$ cat config.mk
export PLATFORM = sky130hd
export DESIGN_NAME = axis_ask_uart_rx
export DESIGN_NICKNAME = d
export VERILOG_FILES = /design/src/rtl/ask_uart_pkg.sv /design/src/rtl/ask_uart_rx_core.sv /design/src/rtl/axis_ask_uart_rx.sv
export SDC_FILE = /design/constraint.sdc
export NUM_CORES = 1
export LEC_CHECK = 0
export BUFFER_PORTS_ARGS = -buffer_cell sky130_fd_sc_hd__buf_2
export CORE_MARGIN = 4
export CORE_UTILIZATION = 45
export CTS_CLUSTER_SIZE = 20
export DETAILED_ROUTE_END_ITERATION = 6
export SYNTH_ARGS = -nofsm -noshare
export SYNTH_HDL_FRONTEND = slang
export SYNTH_SLANG_ARGS = --single-unit
$ cat constraint.sdc
create_clock -name clk -period 5.37 [get_ports clk]
set_clock_uncertainty 0.1 [all_clocks]
set_input_delay 0.8055 -clock clk [delete_from_list [all_inputs] [get_ports clk]]
set_output_delay 0.8055 -clock clk [all_outputs]
set_load 0.01 [all_outputs]
$ cat src/rtl/ask_uart_pkg.sv
`default_nettype none
// ============================================================================
// Module : ask_uart_pkg
// Brief  : Shared ASK UART definitions: FSM states, frame width, level decode.
// Rev    : 1.0  initial release
// ============================================================================
package ask_uart_pkg;

    localparam int UART_DATA_BITS = 8;

    typedef enum logic [1:0] {
        IDLE  = 2'd0,
        START = 2'd1,
        DATA  = 2'd2,
        STOP  = 2'd3
    } uart_state_t;

    // Upper amplitude levels (2'b10/2'b11) are mark, lower two are space.
    function automatic logic ask_to_bit(input logic [1:0] level);
        return level[1];
    endfunction

endpackage
`default_nettype wire

$ cat src/rtl/ask_uart_rx_core.sv
`default_nettype none
// ============================================================================
// Module : ask_uart_rx_core
// Brief  : 8N1 receiver: synchroniser, baud counter, 3-sample voter and FSM.
// Rev    : 1.0  initial release
// ============================================================================
module ask_uart_rx_core
    import ask_uart_pkg::*;
#(
    parameter int unsigned clkdiv_rx = 100
) (
    input  logic                      clk,
    input  logic                      rst,
    input  logic [1:0]                ask_rx,
    output logic [UART_DATA_BITS-1:0] rx_data,
    output logic                      rx_push,
    output logic                      frame_err
);

    localparam logic [15:0] c_CENTRE = 16'(clkdiv_rx / 2);
    localparam logic [15:0] c_LAST   = 16'(clkdiv_rx - 1);
    localparam logic [2:0]  c_LAST_BIT = 3'(UART_DATA_BITS - 1);

    logic [1:0]                r_sync1;
    logic [1:0]                r_sync2;
    logic                      r_line_prev;
    logic                      w_line;
    uart_state_t               r_state;
    uart_state_t               w_state_next;
    logic [15:0]               r_cnt;
    logic [2:0]                r_bit_cnt;
    logic [UART_DATA_BITS-1:0] r_shift;
    logic                      r_s0;
    logic                      r_s1;
    logic                      r_push;
    logic                      r_ferr;
    logic                      w_vote;
    logic                      w_decide;
    logic                      w_shift_en;
    logic                      w_push_set;
    logic                      w_ferr_set;

    assign w_line   = ask_to_bit(r_sync2);
    // Third sample is the live line value, so the vote resolves at centre+1.
    assign w_vote   = (r_s0 & r_s1) | (r_s0 & w_line) | (r_s1 & w_line);
    assign w_decide = (r_cnt == c_CENTRE + 16'd1);

    always_comb begin
        w_state_next = r_state;
        w_shift_en   = 1'b0;
        w_push_set   = 1'b0;
        w_ferr_set   = 1'b0;
        case (r_state)
            IDLE: begin
                if (r_line_prev && !w_line) begin
                    w_state_next = START;
                end
            end
            START: begin
                if (w_decide) begin
                    w_state_next = w_vote ? IDLE : DATA;
                end
            end
            DATA: begin
                if (w_decide) begin
                    w_shift_en = 1'b1;
                    if (r_bit_cnt == c_LAST_BIT) begin
                        w_state_next = STOP;
                    end
                end
            end
            STOP: begin
                if (w_decide) begin
                    w_state_next = IDLE;
                    w_push_set   = w_vote;
                    w_ferr_set   = !w_vote;
                end
            end
            default: w_state_next = IDLE;
        endcase
    end

    always_ff @(posedge clk) begin
        if (rst) begin
            r_sync1     <= 2'b11;
            r_sync2     <= 2'b11;
            r_line_prev <= 1'b1;
            r_state     <= IDLE;
            r_cnt       <= 16'd0;
            r_bit_cnt   <= 3'd0;
            r_shift     <= '0;
            r_s0        <= 1'b1;
            r_s1        <= 1'b1;
            r_push      <= 1'b0;
            r_ferr      <= 1'b0;
        end else begin
            r_sync1     <= ask_rx;
            r_sync2     <= r_sync1;
            r_line_prev <= w_line;
            r_state     <= w_state_next;
            r_push      <= w_push_set;
            r_ferr      <= w_ferr_set;

            // Counter is phase-locked to the start edge and wraps every bit period.
            if (r_state == IDLE || r_cnt == c_LAST) begin
                r_cnt <= 16'd0;
            end else begin
                r_cnt <= r_cnt + 16'd1;
            end

            if (r_cnt == c_CENTRE - 16'd1) begin
                r_s0 <= w_line;
            end
            if (r_cnt == c_CENTRE) begin
                r_s1 <= w_line;
            end

            if (r_state == START) begin
                r_bit_cnt <= 3'd0;
            end else if (w_shift_en) begin
                r_bit_cnt <= r_bit_cnt + 3'd1;
            end

            if (w_shift_en) begin
                r_shift <= {w_vote, r_shift[UART_DATA_BITS-1:1]};
            end
        end
    end

    assign rx_data   = r_shift;
    assign rx_push   = r_push;
    assign frame_err = r_ferr;

endmodule
`default_nettype wire

$ cat src/rtl/axis_ask_uart_rx.sv
`default_nettype none
// ============================================================================
// Module : axis_ask_uart_rx
// Brief  : ASK UART receiver with byte FIFO and AXI-Stream master output.
// Rev    : 1.0  initial release
// ============================================================================
module axis_ask_uart_rx
    import ask_uart_pkg::*;
#(
    parameter int unsigned RX_SIZE   = 16,
    parameter int unsigned clkdiv_rx = 100
) (
    input  logic        clk,
    input  logic        rst,
    input  logic [1:0]  ask_rx,
    output logic [7:0]  o_tdata,
    output logic        o_tvalid,
    input  logic        o_tready,
    output logic [15:0] fifo_level,
    output logic        frame_err,
    output logic        overrun
);

    localparam int          c_PTR_W      = $clog2(RX_SIZE);
    localparam logic [15:0] c_FULL_LEVEL = 16'(RX_SIZE);

    logic [UART_DATA_BITS-1:0] w_rx_data;
    logic                      w_rx_push;
    logic                      w_frame_err;
    logic [7:0]                r_mem [RX_SIZE];
    logic [c_PTR_W-1:0]        r_wr_ptr;
    logic [c_PTR_W-1:0]        r_rd_ptr;
    logic [15:0]               r_level;
    logic                      r_overrun;
    logic                      w_full;
    logic                      w_pop;
    logic                      w_wr_en;

    ask_uart_rx_core #(
        .clkdiv_rx (clkdiv_rx)
    ) u_core (
        .clk       (clk),
        .rst       (rst),
        .ask_rx    (ask_rx),
        .rx_data   (w_rx_data),
        .rx_push   (w_rx_push),
        .frame_err (w_frame_err)
    );

    assign w_full  = (r_level == c_FULL_LEVEL);
    assign w_pop   = o_tvalid & o_tready;
    // A simultaneous pop frees the slot, so a full FIFO still accepts the byte.
    assign w_wr_en = w_rx_push & (!w_full | w_pop);

    always_ff @(posedge clk) begin
        if (w_wr_en) begin
            r_mem[r_wr_ptr] <= w_rx_data;
        end
    end

    always_ff @(posedge clk) begin
        if (rst) begin
            r_wr_ptr  <= '0;
            r_rd_ptr  <= '0;
            r_level   <= 16'd0;
            r_overrun <= 1'b0;
        end else begin
            r_overrun <= w_rx_push & w_full & !w_pop;
            if (w_wr_en) begin
                r_wr_ptr <= r_wr_ptr + c_PTR_W'(1);
            end
            if (w_pop) begin
                r_rd_ptr <= r_rd_ptr + c_PTR_W'(1);
            end
            if (w_wr_en && !w_pop) begin
                r_level <= r_level + 16'd1;
            end else if (w_pop && !w_wr_en) begin
                r_level <= r_level - 16'd1;
            end
        end
    end

    assign o_tvalid   = (r_level != 16'd0);
    assign o_tdata    = o_tvalid ? r_mem[r_rd_ptr] : 8'h00;
    assign fifo_level = r_level;
    assign frame_err  = w_frame_err;
    assign overrun    = r_overrun;

endmodule
`default_nettype wire

==> impl_metrics.json <==
{
  "grtUsageTotal_pct": 16.5,
  "synth.avg_cell_area_um2": 13.5,
  "grt_start_max_net_pins": 50,
  "layout-drive-gt1-share_pct": 17.1,
  "grt_pass1_vias": 5107,
  "grt_pass1_wl_um": 26300,
  "via_count": 4969,
  "drt_wl_total_um": 16200,
  "synth_cells": 622,
  "yosysSeqAreaShare_pct": 61.2,
  "cp_max_fo": 15,
  "p_per_area_mw_per_mm2": 438,
  "ctsHoldBuffers": 0,
  "crit_type": "flip-flop to flip-flop",
  "reg2regPathDepth": 15,
  "slowest_stage": "or4b_2",
  "wl_per_cell_um": 18.2,
  "cts.sink_count": 193,
  "die_area_mm2": 0.0209,
  "cts_root_buf": "clkbuf_16",
  "ioPinCount": 32,
  "hold_violations": 0,
  "crit_end": "fifo_level[15]",
  "drt-vias-per-instance": 5.58,
  "syn_nets": 653,
  "max_cap_viol_count": 0,
  "finalMaxSlewViolations": 0,
  "fp.dieH_um": 145,
  "clkTransAtPathRegs_ns": 0.07,
  "drtIter0Drc": 225,
  "rrSetupSlack_ns": 0.86,
  "ys_ff_latch": 193,
  "worstMarginPinSlew_ns": 1.08,
  "cp_cell_sequence": "nor3_1 > nand4_1 > nor2_1 > buf_4 > inv_1 > nand2_1 > ha_1 > inv_1 > ha_1 > o211ai_1 > o21ai_0 > o221a_2 > mux2i_1 > or4b_2 > nand2_1",
  "worstPathRequired_ns": 5.64,
  "setup-violations-final": 0,
  "place_ws_ns": 0.875,
  "diodes": 0,
  "first_pass_iters": 5,
  "endpoint_kind": "flip-flop",
  "cts_buffers": 17,
  "area_delta_synth_final_pct": 10.9,
  "max_freq_mhz": 222,
  "min_period_ns": 4.51,
  "status": "complete, no violations",
  "synth_flop_cell": "edfxtp_1",
  "hpwl_um": 10600,
  "nets": 679,
  "cts-htree-levels": 4,
  "leakagePower_nw": 3.28,
  "tritoncts": "built",
  "cts_setup_buffers": 0,
  "start_util_pct": 46.3,
  "hp-class": "flip-flop to flip-flop",
  "synth_area_mm2": 0.00840,
  "timing.rr.end": "fifo_level[15]",
  "fin_tns_setup_ns": 0,
  "rsz0062_at_grt": "no",
  "io_buffers": 30,
  "row_count": 49,
  "core_area_mm2": 0.0181,
  "async_reset_ff_share_pct": 0,
  "peakVddDrop_mv": 0.362,
  "remaining_drc_errors": 0,
  "slew_headroom_pct": 28.1,
  "fp.dieW_um": 145,
  "arrival_ns": 4.78,
  "synthDistinctLibCells": 58,
  "clock_latency_ns": 0.42,
  "cp_slowest_stage_delay_ns": 0.63,
  "place.gp.congestion": 0.860,
  "r2r_start": "fifo_level[11]",
  "antenna_found_initial": 0,
  "post-route-period-util_pct": 84.0,
  "grt_overflow": 0,
  "synth_edf_count": 128,
  "yosysWarnings": 0,
  "clk_path_buf_depth": 2,
  "cp-start-kind": "flip-flop",
  "critPathLaunch": "fifo_level[11]",
  "worst_slack_ns": 0.860,
  "ant_nets": 0,
  "cts_resized": 0
}
layer usage:
layer | track usage, % | vias up | part of all wire (%)
li1 | - | 2388 | -
met1 | 21.4 | 2482 | 45
met2 | 27.4 | 84 | 49
met3 | 4.66 | 15 | 4.4
met4 | 4.57 | 0 | 1.2
met5 | 0 | - | 0
power breakdown:
group | internal [mW] | switching (mW) | total, mW | leakage [nW]
Combinational | 0.550 | 0.638 | 1.19 | 1.29
Sequential | 1.63 | 0.0933 | 1.72 | 1.71
Clock | 0.643 | 0.528 | 1.17 | 0.273
Total | 2.82 | 1.26 | 4.08 | 3.28
cells by family after synthesis:
kind of cell | share of synthesized area [%]
multiplexers | 10.8
XOR/XNOR | 2.92
buffers and inverters | 2.31
AO/OA/AOI/OAI | 7.12
adder cells (fa/ha/maj) | 4.08
AND/OR/NAND/NOR | 11.5
flip-flops | 61.2
worst max-delay path, delay by kind of cell (launching register included):
kind / cells / cell delay (ns)
fa+ha+maj: 2 / 0.76
mux: 1 / 0.09
simple gates: 6 / 1.59
compound gates: 3 / 0.98
buf+inv: 3 / 0.59
flops: 1 / 0.34
synthesized netlist by cell type, types with 3 or more instances:
| library cell | count | area share (%) |
|---|---|---|
| a211oi_1 | 24 | 2.1 |
| xnor2_1 | 9 | 0.94 |
| and3_1 | 3 | 0.22 |
| nand3_1 | 16 | 0.95 |
| edfxtp_1 | 128 | 46 |
| nor3_1 | 10 | 0.60 |
| o21ai_0 | 14 | 0.83 |
| or2_2 | 4 | 0.30 |
| nor2b_1 | 16 | 1.2 |
| nand4_1 | 5 | 0.37 |
| mux4_2 | 32 | 8.6 |
| a21oi_1 | 16 | 0.95 |
| nor2_1 | 65 | 2.9 |
| or3_1 | 8 | 0.60 |
| a31oi_1 | 3 | 0.22 |
| nor4_1 | 7 | 0.52 |
| dfxtp_1 | 65 | 15 |
| ha_1 | 25 | 3.7 |
| clkbuf_1 | 22 | 0.98 |
| mux2i_1 | 19 | 2.3 |
| buf_2 | 5 | 0.30 |
| nor3b_1 | 3 | 0.27 |
| nand3b_1 | 3 | 0.27 |
| buf_1 | 4 | 0.18 |
| nand2_1 | 23 | 1.0 |
| a21o_1 | 7 | 0.63 |
| xor2_1 | 19 | 2.0 |
| inv_1 | 19 | 0.85 |
| and2_1 | 10 | 0.74 |
flip-flops by register name, indices dropped and copies added (netlist names), 3 cells and up, named ones only:
register,flops
u_core.rx_data,8
fifo_level,16
r_rd_ptr,4
u_core.r_cnt,16
r_mem,128
r_wr_ptr,4
u_core.r_bit_cnt,3
placed cells by master (no fill, tap or decap), types with 10 or more instances in the layout:
cell type  instances
nor2_1            65
a211oi_1          24
ha_1              25
nor3_1            10
nand3_1           16
buf_2             30
o21ai_0           14
and2_1            10
xor2_1            19
edfxtp_1         128
inv_1             19
nor2b_1           16
clkbuf_16         17
mux4_2            32
mux2i_1           19
dfxtp_1           64
a21oi_1           16
nand2_1           23
stage by stage:
| stage | hold WS (ns) | area, um2 | std cells | power (mW) | util [%] |
|---|---|---|---|---|---|
| final | 0.318 | 9320 | 890 | 4.08 | 51.3 |
| after global routing | 0.330 | 9320 | 890 | 4.32 | 51.3 |
| after CTS | 0.324 | 9320 | 890 | 4.11 | 51.3 |
| after detailed placement | 0.307 | 8780 | 858 | 2.93 | 48.4 |
| after global placement | 0.298 | 8780 | 858 | 2.92 | 48.4 |
| after floorplan | 0.289 | 8400 | 622 | 2.64 | - |
worst min path at each step:
stage / depth (start not counted) / to / slack (ns) / from
floorplan: 1 / u_core.r_sync2[1] / 0.29 / u_core.r_sync1[1]
global placement: 1 / u_core.r_sync2[1] / 0.30 / u_core.r_sync1[1]
finish: 1 / u_core.r_sync2[1] / 0.32 / u_core.r_sync1[1]
detailed placement: 1 / u_core.r_sync2[1] / 0.31 / u_core.r_sync1[1]
CTS: 1 / u_core.r_sync2[1] / 0.32 / u_core.r_sync1[1]
global route: 1 / u_core.r_sync2[1] / 0.33 / u_core.r_sync1[1]
cell type report:
class	count	area (um2)
Clock buffer	24	492
Clock inverter	8	50.0
Fill cell	1551	8830
Inverter	19	71.3
Multi-Input combinational cell	379	3060
Sequential cell	193	5150
Tap cell	229	287
Timing Repair Buffer	38	210
Power figures use the tool's default switching activity.
